==> config.mk <==
export PLATFORM = sky130hd
export DESIGN_NAME = ct_stream_out
export DESIGN_NICKNAME = d
export VERILOG_FILES = /design/src/rtl/ct_stream_pkg.sv /design/src/rtl/ct_stream_fifo.sv /design/src/rtl/ct_stream_out.sv
export SDC_FILE = /design/constraint.sdc
export NUM_CORES = 1
export LEC_CHECK = 0
export ABC_AREA = 1
export BUFFER_PORTS_ARGS = -buffer_cell sky130_fd_sc_hd__buf_4
export CAP_MARGIN = 5
export CORE_ASPECT_RATIO = 1.25
export CORE_MARGIN = 5
export CORE_UTILIZATION = 40
export CTS_BUF_LIST = sky130_fd_sc_hd__clkbuf_16
export CTS_CLUSTER_SIZE = 25
export DETAILED_ROUTE_END_ITERATION = 8
export SETUP_SLACK_MARGIN = 0.2
export SLEW_MARGIN = 20
export SYNTH_ARGS = -nofsm -noshare
export SYNTH_HDL_FRONTEND = slang
export SYNTH_HIERARCHICAL = 1
export SYNTH_SLANG_ARGS = --single-unit
==> constraint.sdc <==
create_clock -name clk -period 7 [get_ports clk]
set_clock_uncertainty 0.2 [all_clocks]
set_input_delay 0.35 -clock clk [delete_from_list [all_inputs] [get_ports clk]]
set_output_delay 0.35 -clock clk [all_outputs]
set_load 0.05 [all_outputs]
==> src/rtl/ct_stream_pkg.sv <==
// Shared types and helpers for the ciphertext stream-out drain stage.
package ct_stream_pkg;

  typedef enum logic [1:0] {
    CS_IDLE   = 2'd0,
    CS_STREAM = 2'd1,
    CS_DRAIN  = 2'd2,
    CS_DONE   = 2'd3
  } ct_stream_state_t;

  // Output FIFO depth: enough to cover a full BRAM round trip plus the
  // registered handshake slot, so a held-ready sink sees no bubbles.
  function automatic int fifo_depth(input int rd_lat);
    return rd_lat + 2;
  endfunction

endpackage

==> src/rtl/ct_stream_fifo.sv <==
// Synchronous show-ahead FIFO: head word is visible on rdata_o whenever
// the FIFO is non-empty. Only pointers and count are reset; storage is not.
module ct_stream_fifo #(
  parameter int WIDTH = 66,
  parameter int DEPTH = 4,
  localparam int CW = $clog2(DEPTH + 1),
  localparam int PW = (DEPTH > 1) ? $clog2(DEPTH) : 1
) (
  input  logic             clk,
  input  logic             reset,
  input  logic             push_i,
  input  logic [WIDTH-1:0] wdata_i,
  input  logic             pop_i,
  output logic [WIDTH-1:0] rdata_o,
  output logic [CW-1:0]    count_o,
  output logic             empty_o,
  output logic             full_o
);

  localparam int LAST_I  = DEPTH - 1;
  localparam logic [PW-1:0] LAST_PTR = LAST_I[PW-1:0];
  localparam logic [CW-1:0] DEPTH_C  = DEPTH[CW-1:0];

  logic [WIDTH-1:0] mem_q [DEPTH];
  logic [PW-1:0]    wr_ptr_q, wr_ptr_d;
  logic [PW-1:0]    rd_ptr_q, rd_ptr_d;
  logic [CW-1:0]    count_q, count_d;
  logic             do_push, do_pop;

  function automatic logic [PW-1:0] next_ptr(input logic [PW-1:0] p);
    return (p == LAST_PTR) ? '0 : p + 1'b1;
  endfunction

  assign empty_o = (count_q == '0);
  assign full_o  = (count_q == DEPTH_C);
  assign count_o = count_q;
  assign rdata_o = empty_o ? '0 : mem_q[rd_ptr_q];

  assign do_pop  = pop_i && !empty_o;
  assign do_push = push_i && (!full_o || do_pop);

  // Next pointer and occupancy values.
  always_comb begin
    wr_ptr_d = do_push ? next_ptr(wr_ptr_q) : wr_ptr_q;
    rd_ptr_d = do_pop  ? next_ptr(rd_ptr_q) : rd_ptr_q;
    count_d  = count_q;
    case ({do_push, do_pop})
      2'b10:   count_d = count_q + 1'b1;
      2'b01:   count_d = count_q - 1'b1;
      default: count_d = count_q;
    endcase
  end

  // Pointer and count registers.
  always_ff @(posedge clk) begin
    if (reset) begin
      wr_ptr_q <= '0;
      rd_ptr_q <= '0;
      count_q  <= '0;
    end else begin
      wr_ptr_q <= wr_ptr_d;
      rd_ptr_q <= rd_ptr_d;
      count_q  <= count_d;
    end
  end

  // Storage write; data path carries no reset.
  always_ff @(posedge clk) begin
    if (do_push) mem_q[wr_ptr_q] <= wdata_i;
  end

endmodule

==> src/rtl/ct_stream_out.sv <==
// Drains ciphertext (c0, c1) from the adder output BRAMs and streams every
// coefficient on a valid/ready master port. BRAM reads are credit-limited so
// the small output FIFO can never overflow under arbitrary backpressure.
module ct_stream_out
  import ct_stream_pkg::*;
#(
  parameter int N      = 8,
  parameter int K      = 2,
  parameter int DATA_W = 64,
  parameter int RD_LAT = 2,
  parameter int AW     = $clog2(N * K)
) (
  input  logic              clk,
  input  logic              reset,
  input  logic              start,
  output logic              c0_en,
  output logic [AW-1:0]     c0_addr,
  input  logic [DATA_W-1:0] c0_dout,
  output logic              c1_en,
  output logic [AW-1:0]     c1_addr,
  input  logic [DATA_W-1:0] c1_dout,
  output logic [DATA_W-1:0] m_tdata,
  output logic              m_tvalid,
  input  logic              m_tready,
  output logic              m_tuser,
  output logic              m_tlast,
  output logic              busy,
  output logic              done
);

  localparam int DEPTH       = fifo_depth(RD_LAT);
  localparam int CW          = $clog2(DEPTH + 1);
  localparam int WIDTH       = DATA_W + 2;
  localparam int ADDR_LAST_I = N * K - 1;
  localparam logic [AW-1:0] ADDR_LAST = ADDR_LAST_I[AW-1:0];
  localparam logic [CW:0]   DEPTH_C   = DEPTH[CW:0];

  ct_stream_state_t state_q, state_d;

  // Global read counter, split as {polynomial select, limb*N+idx}.
  logic          rc_comp_q, rc_comp_d;
  logic [AW-1:0] rc_addr_q, rc_addr_d;

  logic [CW-1:0] out_q, out_d;
  logic [CW:0]   credit_sum;
  logic          issue, last_read;

  logic [RD_LAT-1:0] dl_vld_q, dl_comp_q, dl_last_q;
  logic              ret_vld, ret_comp, ret_last;

  logic [WIDTH-1:0] push_word, head_word;
  logic [CW-1:0]    fifo_count;
  logic             fifo_empty, fifo_full, pop;

  // A read may issue only if every outstanding and queued beat still fits.
  assign credit_sum = {1'b0, out_q} + {1'b0, fifo_count};
  assign issue      = (state_q == CS_STREAM) && (credit_sum < DEPTH_C) && !fifo_full;
  assign last_read  = issue && rc_comp_q && (rc_addr_q == ADDR_LAST);

  assign ret_vld  = dl_vld_q[RD_LAT-1];
  assign ret_comp = dl_comp_q[RD_LAT-1];
  assign ret_last = dl_last_q[RD_LAT-1];

  assign push_word = {ret_last, ret_comp, ret_comp ? c1_dout : c0_dout};

  assign m_tvalid = !fifo_empty;
  assign m_tdata  = head_word[DATA_W-1:0];
  assign m_tuser  = head_word[DATA_W];
  assign m_tlast  = head_word[DATA_W+1];
  assign pop      = m_tvalid && m_tready;

  // FSM state register.
  always_ff @(posedge clk) begin
    if (reset) state_q <= CS_IDLE;
    else       state_q <= state_d;
  end

  // FSM next-state logic.
  always_comb begin
    state_d = state_q;
    case (state_q)
      CS_IDLE:   if (start)             state_d = CS_STREAM;
      CS_STREAM: if (last_read)         state_d = CS_DRAIN;
      CS_DRAIN:  if (pop && m_tlast)    state_d = CS_DONE;
      CS_DONE:   if (!start)            state_d = CS_IDLE;
      default:                          state_d = CS_IDLE;
    endcase
  end

  // FSM outputs: status flags and BRAM read strobes/addresses.
  always_comb begin
    busy    = (state_q == CS_STREAM) || (state_q == CS_DRAIN);
    done    = (state_q == CS_DONE);
    c0_en   = issue && !rc_comp_q;
    c1_en   = issue && rc_comp_q;
    c0_addr = c0_en ? rc_addr_q : '0;
    c1_addr = c1_en ? rc_addr_q : '0;
  end

  // Read counter and outstanding-read credit next values.
  always_comb begin
    rc_addr_d = rc_addr_q;
    rc_comp_d = rc_comp_q;
    if (state_q == CS_IDLE) begin
      rc_addr_d = '0;
      rc_comp_d = 1'b0;
    end else if (issue) begin
      if (rc_addr_q == ADDR_LAST) begin
        rc_addr_d = '0;
        rc_comp_d = 1'b1;
      end else begin
        rc_addr_d = rc_addr_q + 1'b1;
      end
    end
    case ({issue, ret_vld})
      2'b10:   out_d = out_q + 1'b1;
      2'b01:   out_d = out_q - 1'b1;
      default: out_d = out_q;
    endcase
  end

  // Read counter and credit registers.
  always_ff @(posedge clk) begin
    if (reset) begin
      rc_addr_q <= '0;
      rc_comp_q <= 1'b0;
      out_q     <= '0;
    end else begin
      rc_addr_q <= rc_addr_d;
      rc_comp_q <= rc_comp_d;
      out_q     <= out_d;
    end
  end

  // Latency delay line: tags each read so its data is captured RD_LAT later.
  always_ff @(posedge clk) begin
    if (reset) begin
      dl_vld_q  <= '0;
      dl_comp_q <= '0;
      dl_last_q <= '0;
    end else begin
      dl_vld_q[0]  <= issue;
      dl_comp_q[0] <= rc_comp_q;
      dl_last_q[0] <= last_read;
      for (int i = 1; i < RD_LAT; i++) begin
        dl_vld_q[i]  <= dl_vld_q[i-1];
        dl_comp_q[i] <= dl_comp_q[i-1];
        dl_last_q[i] <= dl_last_q[i-1];
      end
    end
  end

  ct_stream_fifo #(
    .WIDTH(WIDTH),
    .DEPTH(DEPTH)
  ) u_fifo (
    .clk    (clk),
    .reset  (reset),
    .push_i (ret_vld),
    .wdata_i(push_word),
    .pop_i  (pop),
    .rdata_o(head_word),
    .count_o(fifo_count),
    .empty_o(fifo_empty),
    .full_o (fifo_full)
  );

endmodule

* After elaboration in Yosys (flattened, before gate mapping) *
Memories as Yosys holds them, arrays and structs flattened. A register that Yosys moved wholly into a read port is not among the register bits.
Index checks and enable logic that the tools add are counted.

operators by class
  add/sub/neg operators = 8
  $lt $le $gt $ge = 1
  eq/ne operators = 15
  multiplexer cells = 18
  reduce and logical (&&, ||, !) cells = 21

operator list
  operator                                                     count
  2-to-1 mux 66 bit                                            1
  2-to-1 mux 64 bit                                            1
  2-to-1 mux 2 bit                                             8
  equality test 2 bit (second input constant)                  6
  2-to-1 mux 4 bit                                             3
  one-hot mux 3 bit (2 select lines)                           2
  logical AND 1 bit                                            9
  != test 2 bit (second input constant)                        4
  one-hot mux 2 bit (4 select lines)                           1
  adder 3 x 1 -> 3 bit (second input constant)                 2
  equality test 2 x 1 -> 1 bit (second input constant)         3
  subtractor 3 x 1 -> 3 bit (second input constant)            2
  adder 2 x 1 -> 2 bit (second input constant)                 2
  adder 3 x 3 -> 4 bit                                         1
  adder 4 x 1 -> 4 bit (second input constant)                 1
  equality test 4 bit (second input constant)                  1
  less-than comparator 4 x 3 -> 1 bit (second input constant)  1
  AND reduction 4 bit                                          1
  nonzero test 2 bit                                           2
  equality test 3 bit (second input constant)                  1
  zero test 1 bit                                              3
  zero test 3 bit                                              1
  zero test 2 bit                                              1
  logical OR 1 bit                                             2
  other kinds (3)                                              4

storage, ports and cells
  flip-flop bits (word level) = 23
  memory bits (writable) = 264
  input port bits = 132
  output and inout bits = 79
  word-level logic and storage cells = 74
  memories kept = 1

memory list
  memory        depth  width  rd ports  clocked after memory_dff  wr ports  line                  text
  u_fifo.mem_q  4      66     1         1                         1         ct_stream_fifo.sv:24  logic [WIDTH-1:0] mem_q [DEPTH];

* Depth between registers and ports, before layout *
  depth in word-level cells = 8
  mapped depth = 14
  depth with buffers taken out = 13

* Modules after synthesis *
Netlist, hierarchy kept.

modules (own cells, without submodules)
  module          instances  cells an instance  area an instance (um^2)  seq. area each (um^2)
  ct_stream_fifo  1          846                10,687.8                 8,107.8
  ct_stream_out   1          183                1,646.6                  320.3

* Worst setup path after synthesis *
No wires, ideal clock.

  kind = reg2reg
  start point = reg u_fifo.count_q[2], in the netlist u_fifo/count_o[2]
  end point = mem u_fifo.mem_q[0][0] (enable)
  setup time = 490 ps
  data arrival time = 3,883 ps
  data required time = 6,310 ps
  setup slack = 2,426 ps
  cell stages (with the launch flop) = 10
  path buffers = 1
  period minus slack after synthesis = 4,574 ps
  cell sequence = dfxtp_1 -> inv_1 -> nand2_1 -> inv_1 -> buf_2 -> nor2_1 -> inv_1 -> nand2_1 -> nand2_2 -> nor2_1

between the ends
  cells in the longest elaborated chain, start to end = 8
  elaborated cells between the ends (all ways) = 10
  classes of those cells = eq/ne: 1; mux: 2; reduce/logical: 7

RTL lines
  element                                 line                  text
  start, declared                         ct_stream_fifo.sv:27  logic [CW-1:0] count_q, count_d;
  start signal, assigned                  ct_stream_fifo.sv:63  count_q <= count_d;
  zero test 3 bit                         ct_stream_fifo.sv:34  assign empty_o = (count_q == '0);
  net fifo_empty                          ct_stream_out.sv:53   logic fifo_empty, fifo_full, pop;
  zero test 1 bit                         ct_stream_out.sv:66   assign m_tvalid = !fifo_empty;
  logical AND 1 bit                       ct_stream_out.sv:70   assign pop = m_tvalid && m_tready;
  net pop                                 ct_stream_out.sv:53
  logical AND 1 bit                       ct_stream_fifo.sv:39  assign do_pop = pop_i && !empty_o;
  logical OR 1 bit                        ct_stream_fifo.sv:40  assign do_push = push_i && (!full_o || do_pop);
  logical AND 1 bit                       ct_stream_fifo.sv:40
  2-to-1 mux 1 bit                        ct_stream_fifo.sv:69  if (do_push) mem_q[wr_ptr_q] <= wdata_i;
  2-to-1 mux 1 bit (not written as such)  ct_stream_fifo.sv:69
  end, declared                           ct_stream_fifo.sv:24

The timed path passes the listed nets, and every way through them passes these cells.

==> results by stage <==
Outcome:
- The run finished with clean final reports.

Global route:
- The maximum number of pins on one net before global-route repair is 99.
- The first-pass GRT wire length is 45,700 um.
- The initial antenna violation count is 0.
- The remaining global-route overflow is 0.
- The via count of the first global-routing pass is 8,756.
- Across every metal layer, demand over resource in global routing totals 16.5%.

Yosys:
- The simple logic cell fraction of the synthesized area is 10.9%.
- The distinct cell type count of the synthesized netlist is 31.
- Counting flops and latches in the post-synthesis netlist gives 289.
- The cell type with the largest total area after synthesis is sky130_fd_sc_hd__edfxtp_1.
- The combinational family with the most area after synthesis is simple AND/OR/NAND/NOR gates.
- Counting flops with a built-in enable in the synthesized netlist gives 264.
- Of the post-synthesis cell area, the dominant cell type holds 64.3%.
- In this run the mean area of a mapped cell was 12.0 um^2.
- The post-synthesis adder-cell area fraction is 1.64%.
- The multiplexer fraction of the synthesized cell area is 5.84%.
- Sorting the synthesized cells by area gives the leading types as sky130_fd_sc_hd__edfxtp_1 (64%), sky130_fd_sc_hd__nor2_1 (9.1%), sky130_fd_sc_hd__mux2_2 (5.8%).
- The XOR/XNOR share of the synthesized area is 0.0710%.
- The Yosys warning count is 6.
- In the synthesized netlist the dominant register cell turns out to be sky130_fd_sc_hd__edfxtp_1.
- Counting every net in the synthesized netlist gives 1,176.
- Summing the areas of all compound-gate instances in the mapped netlist gives 9.32% of the synthesized area.
- The cell area after technology mapping is 12,300 um^2.
- Sequential cells were found to cover 68.3% of the synthesized design area.
- The fraction of registers with async set/reset is 0%.
- After technology mapping, the gate count stands at 1,029.

CTS:
- TritonCTS built the clock tree.
- The number of buffers created by CTS is 28.
- The clock reaches the later pin of the worst-skew pair after 0.52 ns.
- The buffer depth of the longest clock path is 3.
- CTS built an H-tree with a depth of 1.
- Clock-pin slew was measured on the worst setup and hold paths at 0.06 ns.
- In this run the post-CTS setup repair buffer count came out at 0.
- The total number of clock tree sinks is 289.
- Clock tree synthesis selected as its root buffer the cell sky130_fd_sc_hd__clkbuf_16.

STA:
- The number of hold violations in the final report is 0.
- The count of final setup violators is 0.
- The number of pins with negative max-slew slack in the final report is 0.
- The worst path in the final design needs a cycle of 3.61 ns, including I/O delays and setup.
- Summed over all failing endpoints, the final setup total negative slack is 0 ns.
- Setup repair after global routing left no endpoint under its margin.
- The final critical path takes up 51.6% of the cycle.
- The actual transition at the worst max-transition pin is 1.08 ns.
- The maximum clock frequency is 277 MHz.
- The worst pin sits at a relative slew slack of 27.7%.

Drt:
- For this run, design rule violations remaining after detail routing come to 0.
- The sum of routed wire length over all layers is 29,400 um.
- The number of optimization iterations in the first detailed-route pass is 4.
- The per-cell routed wire length is 16.7 um.
- The initial detailed-routing violation count is 425.
- The count of nets left with antenna violations once routing finished came out at 0.
- The average vias per placed instance is 4.84.
- The final route contains 8,520 vias.

Power:
- Summed over all nets, the switching power comes to 1260 uW.
- Combinational cells account for 21.7% of the total power.
- The standby leakage power is 0.00604 uW.
- The clock group share of total power is 32.6%.
- In this run the power density over the cells is 267 nW/um^2.
- The switching power share of the total is 29.1%.
- Sequential cells account for 45.7% of the total power.
- The maximum vdd drop is 0.223 mV.
- The design internal power is 3070 uW.

Worst hold path:
- The min-delay analysis places its worst path in the category primary input to flop.
- Along the worst hold path, the cell count comes to 2.

Finish:
- Across the whole layout, storage elements account for 8440 um^2.
- The post-layout instance count excluding filler cells is 1,760.
- The area added between synthesis and finish is 31.4%.
- The library cell used most frequently in the layout, excluding fill and tap cells, is sky130_fd_sc_hd__nor2_1.
- At the end of the flow the core is filled with cells to 52.7%.
- In the layout the commonest cells are sky130_fd_sc_hd__nor2_1 (295), sky130_fd_sc_hd__edfxtp_1 (264), sky130_fd_sc_hd__buf_4 (219).
- The number of antenna diodes in the final layout is 0.
- The count of nets after finishing is 1,480.
- The fraction of final layout cells with drive strength greater than 1 is 25.6%.
- The area of combinational cells with multiple inputs is 3450 um^2.
- Counting the fill cells in the layout gives 2,664.

Floorplan:
- The initial standard-cell utilization of the core is 40.2%.
- The die is 167 um wide.
- The die is 206 um tall.
- In this run the count of I/O pins placed on the die edge is 211.
- The die outline area is 34,500 um^2.
- The area of the core is 30,700 um^2.
- After floorplanning, the core was divided into 72 placement rows.

Setup path:
- For the worst flop-to-flop path, the logic depth is 9.
- The number of cells on the critical path is 5.
- The critical path required time is 6.45 ns.
- The kind of critical path is flop to output pin.
- The count of buffer and inverter cells on the critical path is 3.
- The worst-path maximum fanout is 73.
- The type of element launching the critical path is a flop.
- The cell with the biggest individual delay on the critical path is sky130_fd_sc_hd__buf_4.
- In this design, the critical path's most frequently occurring cell is sky130_fd_sc_hd__buf_4.
- The critical path goes through inv_4 > buf_4 > o21ai_0 > a21oi_1 > buf_4.
- The biggest cell delay along the critical path is 0.64 ns.
- The top cell family by delay on the critical path is buffers and inverters.
- At the worst endpoint, the arrival time is 3.06 ns.
- The worst setup path is captured at an output pin.

Place:
- The detailed placement HPWL is 16,700 um.
- The global placer's final weighted congestion is 0.752.
- After detailed placement, the design holds a cell count of 1,597.
- The number of port buffers is 210.

Job:
- The max-capacitance violation count is 0.
-- synthesized netlist by cell type (12+ instances only) --
library cell and instances:
sky130_fd_sc_hd__buf_4 16, sky130_fd_sc_hd__o21ai_1 83, sky130_fd_sc_hd__o21ai_0 59, sky130_fd_sc_hd__dfxtp_1 25, sky130_fd_sc_hd__clkbuf_1 12, sky130_fd_sc_hd__nand2_1 16, sky130_fd_sc_hd__ha_1 13, sky130_fd_sc_hd__edfxtp_1 264
sky130_fd_sc_hd__a21oi_1 78, sky130_fd_sc_hd__mux2_2 64, sky130_fd_sc_hd__inv_1 34, sky130_fd_sc_hd__nor2_1 299, sky130_fd_sc_hd__buf_2 28
-- layout make-up --
class	instances	share of cell area, %
Clock buffer	29	4.48
Tap cell	407	3.14
Multi-Input combinational cell	642	21.3
Clock inverter	21	0.888
Timing Repair Buffer	332	17.1
Sequential cell	289	52.1
Inverter	40	0.973
-- flip-flops by register name, indices dropped and copies added, names as in the netlist, named ones only --
| signal | flops |
|---|---|
| dl_comp_q | 2 |
| dl_last_q | 2 |
| dl_vld_q | 2 |
| out_q | 3 |
| rc_addr_q | 4 |
| rc_comp_q | 1 |
| state_q | 2 |
| u_fifo/count_o | 3 |
| u_fifo/mem_q | 264 |
| u_fifo/rd_ptr_q | 2 |
| u_fifo/wr_ptr_q | 2 |
-- per-stage QoR --
stage	hold WS, ns	setup slack, ns	total power, uW	cell area (um^2)
after floorplan	0.188	2.43	2620	12300
after global placement	0.182	3.93	2910	14200
after detailed placement	0.186	3.89	2920	14200
after CTS	0.000155	3.31	4380	16200
after global routing	0.00237	3.18	4520	16200
final	0.00423	3.39	4330	16200
-- power groups by stage --
stage / clock network, uW / registers (uW) / logic, uW
2_1_floorplan: 0 / 2010 / 608
3_3_place_gp: 0 / 2010 / 894
3_5_place_dp: 0 / 2010 / 903
4_1_cts: 1450 / 1980 / 955
5_1_grt: 1520 / 1980 / 1010
6_report: 1410 / 1980 / 940
-- worst reg2reg max path, cell delays in order (launching register included) --
cell and delay (ns):
sky130_fd_sc_hd__dfxtp_1 0.36, sky130_fd_sc_hd__nor2_1 0.07, sky130_fd_sc_hd__nand2_1 0.12, sky130_fd_sc_hd__inv_2 0.05, sky130_fd_sc_hd__nor2_1 0.23, sky130_fd_sc_hd__inv_1 0.07
sky130_fd_sc_hd__nand2_1 0.08, sky130_fd_sc_hd__nand2_2 0.17, sky130_fd_sc_hd__nor2_4 0.70, sky130_fd_sc_hd__buf_4 0.67
-- per-layer routing --
layer | routed length (um) | vias to the layer above | GRT usage, % | part of all wire [%]
met5 | 0 | - | 0 | 0
li1 | - | 4212 | - | -
met3 | 1180 | 23 | 2.43 | 4.0
met2 | 16200 | 162 | 32.4 | 55
met4 | 347 | 0 | 3.62 | 1.2
met1 | 11700 | 4123 | 18.8 | 40
-- cell families (layout without fill, tap and decap cells) --
family                   Yosys count  after routing
adder cells (fa/ha/maj)           15             15
XOR/XNOR                           1              1
flip-flops                       289            289
AND/OR/NAND/NOR                  337            337
buffers and inverters             98            422
multiplexers                      64             64
AO/OA/AOI/OAI                    225            225
-- repair_timing --
| action | CTS | global route |
|---|---|---|
| hold buffers | 113 | 0 |
| gates resized for setup | 0 | 0 |
| endpoints found under the setup margin | 0 | 0 |
| hold endpoints to repair | 222 | 0 |
-- path summary, 6_finish.rpt --
path	from	to	slack, ns
setup reg to reg	u_fifo/count_o[1]	u_fifo/mem_q[0][40]	3.89
setup / recovery	flop	m_tdata[22]	3.39
hold reg to reg	dl_comp_q[0]	dl_comp_q[1]	0.20
hold / removal	c0_dout[58]	u_fifo/mem_q[1][58]	0.004
(Power assumes the default switching activity.)
